--- src/rtl/game_pkg.sv ---
// Shared constants for the guessing-game board: button indices,
// default bus widths and debounce lengths for hardware and simulation.
package game_pkg;

    localparam int BTN_START        = 0;
    localparam int BTN_GUESS        = 1;
    localparam int NBTN             = 3;
    localparam int SW_W             = 10;
    localparam int DB_CYCLES_50MHZ  = 500000;
    localparam int DB_CYCLES_SIM    = 4;

endpackage : game_pkg

--- src/rtl/input_conditioner_if.sv ---
// Board-pin side and conditioned side of the input front end.
// The master drives the raw pins; the slave (the conditioner) drives the clean outputs.
interface input_conditioner_if #(
    parameter int NBTN = game_pkg::NBTN,
    parameter int SW_W = game_pkg::SW_W
);

    logic [NBTN-1:0] btn_n;
    logic [SW_W-1:0] sw;
    logic [NBTN-1:0] btn_level;
    logic [NBTN-1:0] btn_press;
    logic [NBTN-1:0] btn_release;
    logic [SW_W-1:0] sw_sync;
    logic [SW_W-1:0] sw_snap;
    logic            snap_valid;

    modport master (
        output btn_n,
        output sw,
        input  btn_level,
        input  btn_press,
        input  btn_release,
        input  sw_sync,
        input  sw_snap,
        input  snap_valid
    );

    modport slave (
        input  btn_n,
        input  sw,
        output btn_level,
        output btn_press,
        output btn_release,
        output sw_sync,
        output sw_snap,
        output snap_valid
    );

endinterface : input_conditioner_if

--- src/rtl/debounce_cell.sv ---
// One push button: 2-flop synchroniser, debounce counter, clean level
// and one-cycle press/release strobes. press_next is high in the cycle
// before press_strobe so the parent can act on the same edge.
module debounce_cell #(
    parameter int DB_CYCLES = game_pkg::DB_CYCLES_SIM
) (
    input  logic Clock,
    input  logic Reset,
    input  logic raw_n,
    output logic level,
    output logic press_strobe,
    output logic release_strobe,
    output logic press_next
);

    localparam int CNT_W = $clog2(DB_CYCLES + 1);
    localparam logic [CNT_W-1:0] CNT_LAST = CNT_W'(DB_CYCLES - 1);

    logic             s1;
    logic             s2;
    logic             sync;
    logic             expire;
    logic [CNT_W-1:0] cnt;

    assign sync       = ~s2;
    assign expire     = (sync != level) && (cnt == CNT_LAST);
    assign press_next = expire && !level;

    // Synchronise the raw pin, then count stable mismatches until the level flips.
    always_ff @(posedge Clock) begin
        if (Reset) begin
            s1             <= 1'b1;
            s2             <= 1'b1;
            cnt            <= '0;
            level          <= 1'b0;
            press_strobe   <= 1'b0;
            release_strobe <= 1'b0;
        end else begin
            s1             <= raw_n;
            s2             <= s1;
            press_strobe   <= 1'b0;
            release_strobe <= 1'b0;
            if (sync == level) begin
                cnt <= '0;
            end else if (expire) begin
                level          <= ~level;
                cnt            <= '0;
                press_strobe   <= ~level;
                release_strobe <= level;
            end else begin
                cnt <= cnt + CNT_W'(1);
            end
        end
    end

endmodule : debounce_cell

--- src/rtl/input_conditioner.sv ---
// Input front end: debounces every button, synchronises the switch bus
// and captures a switch snapshot when the guess button is pressed.
module input_conditioner
    import game_pkg::*;
#(
    parameter int NBTN      = game_pkg::NBTN,
    parameter int SW_W      = game_pkg::SW_W,
    parameter int DB_CYCLES = game_pkg::DB_CYCLES_50MHZ,
    parameter int SNAP_IDX  = BTN_GUESS
) (
    input  logic                Clock,
    input  logic                Reset,
    input_conditioner_if.slave  bus
);

    localparam logic [NBTN-1:0] SNAP_MASK = NBTN'(1) << SNAP_IDX;

    logic [NBTN-1:0] press_next;
    logic [SW_W-1:0] sw_s1;
    logic            snap_fire;

    assign snap_fire = |(press_next & SNAP_MASK);

    for (genvar i = 0; i < NBTN; i++) begin : g_btn
        debounce_cell #(
            .DB_CYCLES (DB_CYCLES)
        ) u_cell (
            .Clock          (Clock),
            .Reset          (Reset),
            .raw_n          (bus.btn_n[i]),
            .level          (bus.btn_level[i]),
            .press_strobe   (bus.btn_press[i]),
            .release_strobe (bus.btn_release[i]),
            .press_next     (press_next[i])
        );
    end

    // Two-flop synchroniser for the switches; the snapshot takes the synchronised value on a guess press.
    always_ff @(posedge Clock) begin
        if (Reset) begin
            sw_s1          <= '0;
            bus.sw_sync    <= '0;
            bus.sw_snap    <= '0;
            bus.snap_valid <= 1'b0;
        end else begin
            sw_s1          <= bus.sw;
            bus.sw_sync    <= sw_s1;
            bus.snap_valid <= snap_fire;
            if (snap_fire) begin
                bus.sw_snap <= bus.sw_sync;
            end
        end
    end

endmodule : input_conditioner

--- src/flat_wrapper.sv ---
// flat-port wrapper written by rule: the top's interface ports become plain ports
module input_conditioner_flat import game_pkg::*;
#(
    parameter int NBTN      = game_pkg::NBTN,
    parameter int SW_W      = game_pkg::SW_W,
    parameter int DB_CYCLES = game_pkg::DB_CYCLES_50MHZ,
    parameter int SNAP_IDX  = BTN_GUESS
)
  (Clock, Reset, bus_btn_n, bus_sw, bus_btn_level, bus_btn_press, bus_btn_release, bus_sw_sync, bus_sw_snap, bus_snap_valid);
  input_conditioner_if #(.NBTN(NBTN), .SW_W(SW_W)) bus_i ();
  input  logic Clock;
  input  logic Reset;
  input wire logic [$bits(bus_i.btn_n)-1:0] bus_btn_n;
  input wire logic [$bits(bus_i.sw)-1:0] bus_sw;
  output wire logic [$bits(bus_i.btn_level)-1:0] bus_btn_level;
  output wire logic [$bits(bus_i.btn_press)-1:0] bus_btn_press;
  output wire logic [$bits(bus_i.btn_release)-1:0] bus_btn_release;
  output wire logic [$bits(bus_i.sw_sync)-1:0] bus_sw_sync;
  output wire logic [$bits(bus_i.sw_snap)-1:0] bus_sw_snap;
  output wire logic [$bits(bus_i.snap_valid)-1:0] bus_snap_valid;
  assign bus_i.btn_n = bus_btn_n;
  assign bus_i.sw = bus_sw;
  assign bus_btn_level = bus_i.btn_level;
  assign bus_btn_press = bus_i.btn_press;
  assign bus_btn_release = bus_i.btn_release;
  assign bus_sw_sync = bus_i.sw_sync;
  assign bus_sw_snap = bus_i.sw_snap;
  assign bus_snap_valid = bus_i.snap_valid;
  input_conditioner #(.NBTN(NBTN), .SW_W(SW_W), .DB_CYCLES(DB_CYCLES), .SNAP_IDX(SNAP_IDX)) u_core (.Clock(Clock), .Reset(Reset), .bus(bus_i));
endmodule
--- config.mk ---
export PLATFORM = sky130hd
export DESIGN_NAME = input_conditioner_flat
export DESIGN_NICKNAME = d
export VERILOG_FILES = /design/src/rtl/game_pkg.sv /design/src/rtl/input_conditioner_if.sv /design/src/rtl/debounce_cell.sv /design/src/rtl/input_conditioner.sv /design/src/flat_wrapper.sv
export SDC_FILE = /design/constraint.sdc
export NUM_CORES = 1
export LEC_CHECK = 0
export ABC_AREA = 1
export CORE_MARGIN = 8
export CORE_UTILIZATION = 61
export DETAILED_ROUTE_END_ITERATION = 16
export GPL_ROUTABILITY_DRIVEN = 0
export PLACE_DENSITY = 0.95
export SYNTH_ARGS = -nofsm -noshare
export SYNTH_HDL_FRONTEND = slang
export SYNTH_SLANG_ARGS = --single-unit
--- constraint.sdc ---
create_clock -name Clock -period 4.2 [get_ports Clock]
set_input_delay 0.42 -clock Clock [delete_from_list [all_inputs] [get_ports Clock]]
set_output_delay 0.42 -clock Clock [all_outputs]
set_load 0.005 [all_outputs]
==> results of run 1 <==
## cells in the mapped netlist
cell type,number
nor2_1,160
clkinv_1,1
clkbuf_1,5
nand2_1,115
xor2_1,15
xnor2_1,14
o21ai_0,7
nor3_1,3
buf_4,9
nand2_2,2
nand3_1,35
buf_2,1
nand3_2,4
inv_1,70
nand4_1,20
ha_1,3
nor3b_1,3
nor2_4,1
a21oi_1,17
nor2_2,5
dfxtp_1,103
buf_6,2
inv_2,1
or2_2,9
nand3b_1,3
## report_power, final
group	switching (uW)	leakage [uW]	internal, uW	total (uW)
Sequential	5.77	0.000835	988	994
Clock	372	0.000101	235	607
Combinational	26.1	0.000811	26.5	52.6
Total	404	0.00175	1250	1650
## layout by cell type (no fill, tap or decap), drive strengths merged
cell	count
nand3	39
inv	73
clkdlybuf4s50	44
nand2	117
buf	1
or2	9
xor2	15
o21ai	7
nand3b	3
nor3b	3
dfxtp	103
clkbuf	9
nor3	3
xnor2	14
ha	3
a21oi	17
clkinv	6
nand4	20
nor2	166
## worst min-delay path: stages, from the launching register on
cell and delay (ns):
dfxtp_1 0.31, inv_1 0.04, nor2_1 0.03
## stage by stage
step | setup WS, ns | total power [uW] | cell area, sq um
detailed placement | 1.81 | 1070 | 4860
floorplan | 2.68 | 1040 | 4400
global route | 2.07 | 1710 | 5060
global placement | 1.93 | 1070 | 4860
CTS | 2.23 | 1660 | 5060
finish | 2.20 | 1650 | 5060
## layout make-up
| class | count | area share, % |
|---|---|---|
| clock buffers | 9 | 2.45 |
| clock inverters | 7 | 1.56 |
| inverters | 72 | 5.34 |
| multi-input cells | 416 | 38.6 |
| flip-flops and latches | 103 | 40.7 |
| well taps | 99 | 2.45 |
| repair buffers | 45 | 8.85 |
## per-layer routing
metal	GRT usage [%]	share of wire, %
met4	9.74	3.0
met5	0	0
met2	36.9	53
met1	19.8	39
met3	5.66	5.5
## state kept, by name, summed over array words and instances, names as in the netlist
register                            count
u_core.g_btn.u_cell.cnt                57
u_core.bus.sw_snap                     10
u_core.bus.sw_sync                     10
u_core.sw_s1                           10
u_core.g_btn.u_cell.level               3
u_core.g_btn.u_cell.press_strobe        3
u_core.g_btn.u_cell.release_strobe      3
u_core.g_btn.u_cell.s1                  3
u_core.g_btn.u_cell.s2                  3
u_core.bus.snap_valid                   1
## kinds of logic after synthesis
group,count (synthesis),share of synthesized area (%)
xor gates and xnor gates,29,5.77
adders and majority gates,3,0.853
and+or+nand+nor,360,35.1
DFF,103,46.8
buffers and inverters,89,8.73
AOI/OAI and AO/OA,24,2.73
## worst paths after layout
kind         slack (ns)                                        end                                     start  depth (start not counted)
min                0.41           u_core.bus.sw_sync[3]$_SDFF_PP0_                u_core.sw_s1[3]$_SDFF_PP0_                          2
max reg2reg        2.37         u_core.bus.sw_snap[8]$_SDFFE_PP0P_  u_core.g_btn[1].u_cell.cnt[0]$_SDFF_PP0_                          8
max                2.20  u_core.g_btn[2].u_cell.cnt[16]$_SDFF_PP0_                                     Reset                          5
min reg2reg        0.41           u_core.bus.sw_sync[3]$_SDFF_PP0_                u_core.sw_s1[3]$_SDFF_PP0_                          2
==> flow_metrics.env, run 1 <==
export IMPL_yosys_register_bits=103
export IMPL_grt_pass1_wl_microns=16300
export IMPL_post_route_drc_count=0
export IMPL_p_leak_uw=0.00175
export IMPL_cts_resized=0
export IMPL_hold_ws_ns=0.406
export IMPL_antenna_found_initial=0
export IMPL_report_final_hold_viol_count=0
export IMPL_cts_setup_buffers=0
export IMPL_cts_hold_buf=0
export IMPL_placed_cells=735
export IMPL_vias=3876
export IMPL_cts_max_level=3
export IMPL_path_buf_inv=3
export IMPL_drt_initial_drc_count=208
export IMPL_place_hpwl_microns=6820
export IMPL_area_growth_pct=15.0
export IMPL_syn_inst=608
export IMPL_start_kind="primary input"
export IMPL_grt_ovfl_total=0
export IMPL_required_ns=4.45
export IMPL_rsz0062_at_grt="false"
export IMPL_clockRootBuffer="clkbuf_8"
export IMPL_antenna_cells=0
export IMPL_irDropWorstVdd_v=0.000298
export IMPL_status="finished clean"
export IMPL_multi_input_area_sq_um=1960
export IMPL_fp_coreArea_sq_um=7140
export IMPL_syn_avg_cell_area_sq_um=7.24
export IMPL_fin_nets=665
export IMPL_path_class="in2reg"
export IMPL_synth_area_leaders="dfxtp_1, nor2_1, nand2_1"
export IMPL_end_kind="register"
export IMPL_path_cells="clkdlybuf4s50_1 -> buf_4 -> clkinv_1 -> nand3_2 -> nor2_1"
export IMPL_max_stage_delay_ns=0.49
export IMPL_min_period_over_period_pct=47.7
export IMPL_fmax_mhz=499
export IMPL_drtPass1Iterations=5
export IMPL_drtAntennaViolNets=0
export IMPL_cts_made_buffers=9
export IMPL_io_buffers=44
export IMPL_grt_pass1_vias=3867
export IMPL_synth_area_leader_cell="dfxtp_1"
export IMPL_crit_arrival_ns=2.26
export IMPL_finalClockSkew_ns=0.0102
export IMPL_die_area_sq_um=10200
export IMPL_vias_per_cell=5.16
export IMPL_holdCritPathClass="reg2reg"
export IMPL_tightestPinTransition_ns=0.486
export IMPL_clock_sinks=103
export IMPL_layout_cells_non_filler=751
export IMPL_grt_start_max_net_pins=33
export IMPL_setup_viol=0
export IMPL_ys_types=25
export IMPL_wire_per_inst_microns=12.6
export IMPL_slew_headroom_pct=67.4
export IMPL_fillCellCount=542
export IMPL_cp_top_family="buffers and inverters"
export IMPL_clock_path_buffers=2
export IMPL_die_h_microns=101
export IMPL_cp_slowest_cell="nand3_2"
export IMPL_grt_usage_pct=19.9
export IMPL_yosysWarnings=0
export IMPL_synth_seq_area_share_pct=46.8
export IMPL_clk_pin_slew_worst_paths_ns=0.11
export IMPL_synth_top_area_share_pct=46.8
export IMPL_synth_nets=626
export IMPL_start_util_pct=61.7
export IMPL_drive_gt1_share_pct=5.98
export IMPL_row_count=31
export IMPL_maxCapViolations=0
export IMPL_fp_dieW_microns=101
export IMPL_min_period_ns=2.00
export IMPL_drt_wl_total_microns=9440
export IMPL_cp_max_fo=32
export IMPL_pwr_density_cell_nw_per_um2=327
export IMPL_post_route_util_pct=70.9
export IMPL_tns_ns=0
export IMPL_top_level_ports=45
export IMPL_syn_area_sq_um=4400
export IMPL_slew_viol_final=0
export IMPL_cts_tree="yes"
export IMPL_ff_latch_area_sq_um=2060
export IMPL_clk_latency_ns=0.38
Power figures use the tool's default switching activity.
==> inputs of run 2 (changes only) <==
- CORE_UTILIZATION: 61 -> 56
- PLACE_DENSITY: 0.95 -> 0.91
- clock period: 4.2 -> 1.9 ns (I/O delays scaled with it)
==> run 2 against run 1 <==
Global-route usage down 2.3 points; utilization down 4.6 points; final cell count up 0.93%; die area up 7.5%; clock skew up 0.0026 ns; sequential cell count unchanged; largest power group unchanged; register-to-register slack worse by 2.2 ns; power up 120%; non-clock buffer count up 4; routed wire length down 1.3%.
==> flow_metrics.env, run 2 (synthesized netlist as in run 1, its figures left out) <==
export IMPL_status="finished clean"
export IMPL_vias_per_cell=5.15
export IMPL_clk_latency_ns=0.38
export IMPL_r2r_end="u_core.bus.sw_snap[8]$_SDFFE_PP0P_"
export IMPL_fmax_mhz=573
export IMPL_io_buffers=44
export IMPL_drt_initial_drc_count=269
export IMPL_antenna_cells=0
export IMPL_grt_pass1_wl_microns=16300
export IMPL_end_kind="register"
export IMPL_reg2reg_depth=8
export IMPL_drtAntennaViolNets=0
export IMPL_area_growth_pct=15.9
export IMPL_die_area_sq_um=11000
export IMPL_hold_start="bus_sw[7]"
export IMPL_row_count=32
export IMPL_cts_setup_buffers=0
export IMPL_wire_per_inst_microns=12.3
export IMPL_r2r_start="u_core.g_btn[1].u_cell.cnt[0]$_SDFF_PP0_"
export IMPL_clk_pin_slew_worst_paths_ns=0.11
export IMPL_finalClockSkew_ns=0.0128
export IMPL_start_util_pct=57.3
export IMPL_pwr_density_cell_nw_per_um2=718
export IMPL_report_final_hold_viol_count=0
export IMPL_drt_wl_total_microns=9320
export IMPL_drive_gt1_share_pct=6.55
export IMPL_antenna_found_initial=0
export IMPL_grt_pass1_vias=3750
export IMPL_min_to="u_core.sw_s1[7]$_SDFF_PP0_"
export IMPL_regMostFlops="u_core.g_btn.u_cell.cnt"
export IMPL_tightestPinTransition_ns=0.412
export IMPL_layout_cells_non_filler=758
export IMPL_use_met1_pct=19.3
export IMPL_irDropWorstVdd_v=0.000552
export IMPL_post_route_drc_count=0
export IMPL_vias=3901
export IMPL_slew_headroom_pct=72.5
export IMPL_cts_max_level=3
export IMPL_p_leak_uw=0.00177
export IMPL_crit_arrival_ns=2.03
export IMPL_cts_resized=0
export IMPL_die_h_microns=105
export IMPL_tns_ns=0
export IMPL_post_route_util_pct=66.4
export IMPL_holdCritPathClass="in2reg"
export IMPL_grtUsageMet3_pct=5.71
export IMPL_fp_coreArea_sq_um=7690
export IMPL_largest_reg_flops=57
export IMPL_grt_busiest_layer="met2"
export IMPL_fin_nets=669
export IMPL_grt_usage_pct=17.6
export IMPL_final_common_cell="nor2_1"
export IMPL_top_level_ports=45
export IMPL_path_class="reg2reg"
export IMPL_drtPass1Iterations=5
export IMPL_required_ns=2.18
export IMPL_cts_hold_buf=0
export IMPL_hold_depth=3
export IMPL_min_period_over_period_pct=91.8
export IMPL_hold_ws_ns=0.309
export IMPL_grt_start_max_net_pins=27
export IMPL_power_total_uw=3660
export IMPL_cts_made_buffers=9
export IMPL_place_hpwl_microns=6630
export IMPL_clockRootBuffer="clkbuf_8"
export IMPL_placed_cells=742
export IMPL_min_period_ns=1.74
export IMPL_maxCapViolations=0
export IMPL_mostFrequentLayoutCells="nor2_1, nand2_1, dfxtp_1, inv_1, clkdlybuf4s50_1"
export IMPL_cts_tree="yes"
export IMPL_start_kind="register"
export IMPL_use_met2_pct=31.3
export IMPL_slew_viol_final=0
export IMPL_setup_viol=0
export IMPL_cp_max_fo=10
export IMPL_fp_dieW_microns=105
export IMPL_clock_sinks=103
export IMPL_reg2reg_slack_ns=0.16
export IMPL_clock_path_buffers=2
export IMPL_grt_ovfl_total=0
==> run 2: critical path: stages (launching register included) <==
cell     delay, ns
dfxtp_1       0.41
ha_1          0.24
nand2_1       0.08
nor2_1        0.22
nand3_1       0.18
nor2_4        0.25
nand4_1       0.15
nand2_1       0.09
nor2_1        0.04
==> run 2: layout make-up <==
| class | count | area, sq um |
|---|---|---|
| sequential | 103 | 2060 |
| clock inverter | 7 | 72.6 |
| fill | 599 | 2580 |
| clock buffer | 9 | 124 |
| multi-input combinational | 416 | 1970 |
| tap | 102 | 128 |
| timing repair buffer | 49 | 478 |
| inverter | 72 | 270 |
==> run 2: report_power, final <==
part,total [uW],switching [uW],internal (uW)
combinational,120,58.9,61.4
sequential,2200,11.6,2190
clock,1340,828,517
total,3660,898,2760
==> run 2: worst max-delay path by stage <==
stage,to,depth (start not counted),slack (ns),start
6_report,u_core.bus.sw_snap[8]$_SDFFE_PP0P_,8,0.16,u_core.g_btn[1].u_cell.cnt[0]$_SDFF_PP0_
5_1_grt,u_core.bus.sw_snap[2]$_SDFFE_PP0P_,8,-0.02,u_core.g_btn[1].u_cell.cnt[0]$_SDFF_PP0_
4_1_cts,u_core.bus.sw_snap[2]$_SDFFE_PP0P_,8,0.11,u_core.g_btn[1].u_cell.cnt[0]$_SDFF_PP0_
3_5_place_dp,u_core.bus.sw_snap[0]$_SDFFE_PP0P_,8,0.16,u_core.g_btn[1].u_cell.cnt[0]$_SDFF_PP0_
3_3_place_gp,u_core.bus.sw_snap[9]$_SDFFE_PP0P_,8,0.25,u_core.g_btn[1].u_cell.cnt[0]$_SDFF_PP0_
2_1_floorplan,u_core.g_btn[0].u_cell.cnt[0]$_SDFF_PP0_,9,0.38,u_core.g_btn[0].u_cell.cnt[0]$_SDFF_PP0_
==> run 2: through the flow <==
stage	setup slack, ns	cell area (sq um)
after floorplan	0.384	4400
after global placement	0.248	4890
after detailed placement	0.157	4890
after CTS	0.112	5090
after global routing	-0.0199	5100
final	0.155	5100
==> run 2: layer usage <==
metal  routed length [microns]  share of wire [%]  vias to the layer above
met3                       604                6.5                       18
met5                         0                  0                        -
met1                      3890                 42                     1795
met4                       150                1.6                        0
met2                      4670                 50                      128
li1                          -                  -                     1960
==> inputs of run 3 (changes only) <==
- CORE_UTILIZATION: 56 -> 59
- DONT_BUFFER_PORTS: not set -> 1
- PLACE_DENSITY: 0.91 -> 0.87
- REMOVE_ABC_BUFFERS: not set -> 1
==> run 3 against run 2 <==
Global-route usage grew 0.35 points; routed wire length down 1.5%; via count decreased by 5.7%; first-iteration DRC count is 24% lower; combinational power decreased by 19%; clock power hardly changed; final area down 6.2%; worst setup slack improved by 0.011 ns; sequential share of layout area is 2.7 points higher; clock skew fell by 0.0045 ns; sequential power barely moved; critical path depth unchanged; critical endpoint unchanged; largest cell class unchanged.
==> flow_metrics.env, run 3 (synthesized netlist as in run 1, its figures left out) <==
export IMPL_crit_arrival_ns=2.00
export IMPL_largest_reg_flops=57
export IMPL_vias=3677
export IMPL_rsz0062_at_grt="false"
export IMPL_path_cells="ha_1 -> nand2_1 -> nor2_1 -> nand3_1 -> nor2_2 -> nand4_1 -> nand2_1 -> nor2_1"
export IMPL_tns_ns=0
export IMPL_wire_per_inst_microns=12.7
export IMPL_power_total_uw=3630
export IMPL_grt_start_max_net_pins=31
export IMPL_drtPass1Iterations=4
export IMPL_regMostFlops="u_core.g_btn.u_cell.cnt"
export IMPL_p_leak_uw=0.00167
export IMPL_tightestPinTransition_ns=0.929
export IMPL_place_hpwl_microns=6250
export IMPL_top_level_ports=45
export IMPL_clk_pin_slew_worst_paths_ns=0.10
export IMPL_start_util_pct=60.7
export IMPL_maxCapViolations=0
export IMPL_fp_dieW_microns=102
export IMPL_layout_cells_non_filler=724
export IMPL_area_growth_pct=8.75
export IMPL_path_buf_inv=0
export IMPL_cts_max_level=3
export IMPL_pwr_density_cell_nw_per_um2=758
export IMPL_post_route_drc_count=0
export IMPL_fmax_mhz=577
export IMPL_placed_cells=694
export IMPL_fin_nets=638
export IMPL_multi_input_area_sq_um=1960
export IMPL_min_period_over_period_pct=91.2
export IMPL_max_stage_delay_ns=0.40
export IMPL_final_common_cell="nor2_1"
export IMPL_mostFrequentLayoutCells="nor2_1, nand2_1, dfxtp_1, inv_1, nand3_1"
export IMPL_slew_viol_final=0
export IMPL_slew_headroom_pct=38.1
export IMPL_required_ns=2.17
export IMPL_drive_gt1_share_pct=6.72
export IMPL_drtAntennaViolNets=0
export IMPL_row_count=31
export IMPL_clockRootBuffer="clkbuf_8"
export IMPL_antenna_found_initial=0
export IMPL_drt_wl_total_microns=9180
export IMPL_cts_setup_buffers=0
export IMPL_die_h_microns=102
export IMPL_status="finished clean"
export IMPL_irDropWorstVdd_v=0.000632
export IMPL_grt_usage_pct=17.9
export IMPL_report_final_hold_viol_count=0
export IMPL_antenna_cells=0
export IMPL_ff_latch_area_sq_um=2060
export IMPL_end_kind="register"
export IMPL_grt_pass1_wl_microns=15100
export IMPL_cts_tree="yes"
export IMPL_path_class="reg2reg"
export IMPL_grt_ovfl_total=0
export IMPL_setup_viol=0
export IMPL_start_kind="register"
export IMPL_fp_coreArea_sq_um=7250
export IMPL_min_period_ns=1.73
export IMPL_drt_initial_drc_count=204
export IMPL_io_buffers=0
export IMPL_cp_max_fo=10
export IMPL_clock_path_buffers=2
export IMPL_cts_made_buffers=9
export IMPL_die_area_sq_um=10500
export IMPL_grt_pass1_vias=3500
export IMPL_holdCritPathClass="in2reg"
export IMPL_cp_slowest_cell="dfxtp_1"
export IMPL_vias_per_cell=5.08
export IMPL_clock_sinks=103
export IMPL_cp_top_family="simple AND/OR/NAND/NOR gates"
export IMPL_finalClockSkew_ns=0.00835
export IMPL_fillCellCount=578
export IMPL_clk_latency_ns=0.37
-- run 3: final cells by class --
type | instances | share of cell area (%)
clock buffers | 9 | 2.59
well taps | 99 | 2.59
clock inverters | 7 | 1.49
flip-flops and latches | 103 | 43.1
repair buffers | 18 | 3.61
multi-input cells | 416 | 41.0
inverters | 72 | 5.65
-- run 3: worst paths after layout --
path | startpoint | endpoint | slack [ns] | depth (start not counted)
worst min register to register | u_core.sw_s1[5]$_SDFF_PP0_ | u_core.bus.sw_sync[5]$_SDFF_PP0_ | 0.41 | 2
worst max register to register | u_core.g_btn[1].u_cell.cnt[0]$_SDFF_PP0_ | u_core.bus.sw_snap[8]$_SDFFE_PP0P_ | 0.17 | 8
worst min-delay path | Reset | u_core.g_btn[0].u_cell.level$_SDFFE_PP0P_ | 0.19 | 3
worst max-delay path | u_core.g_btn[1].u_cell.cnt[0]$_SDFF_PP0_ | u_core.bus.sw_snap[8]$_SDFFE_PP0P_ | 0.17 | 8
-- run 3: tightest hold or removal path, delay by kind of cell --
family / cells / cell delay, ns
buffers and inverters: 1 / 0.16
and+or+nand+nor: 1 / 0.10
AOI/OAI and AO/OA: 1 / 0.07
-- run 3: metal layers --
| metal | GRT usage [%] | part of all wire, % |
|---|---|---|
| met5 | 0 | 0 |
| met2 | 32.5 | 50 |
| met1 | 18.5 | 41 |
| met4 | 5.64 | 1.5 |
| met3 | 6.74 | 7.4 |
-- run 3: per-stage QoR --
stage / area, sq um / hold slack (ns) / setup WS, ns / utilization [%]
final: 4790 / 0.187 / 0.166 / 66.0
after global routing: 4790 / 0.235 / 0.0410 / 66.0
after detailed placement: 4440 / 0.266 / 0.190 / 61.2
after floorplan: 4290 / 0.261 / 0.416 / -
after global placement: 4440 / 0.264 / 0.282 / 61.2
after CTS: 4780 / 0.156 / 0.162 / 65.9
-- run 3: repair_timing --
item | 4_1_cts | 5_1_grt
gates resized for setup | 0 | 2
endpoints found under the hold margin | 30 | 0
hold buffers | 14 | 0
setup endpoints to repair | 0 | 2
-- run 3: where the power goes --
part	switching [uW]	internal [uW]
sequential	15.4	2190
combinational	55.8	41.0
clock	815	518
total	886	2740
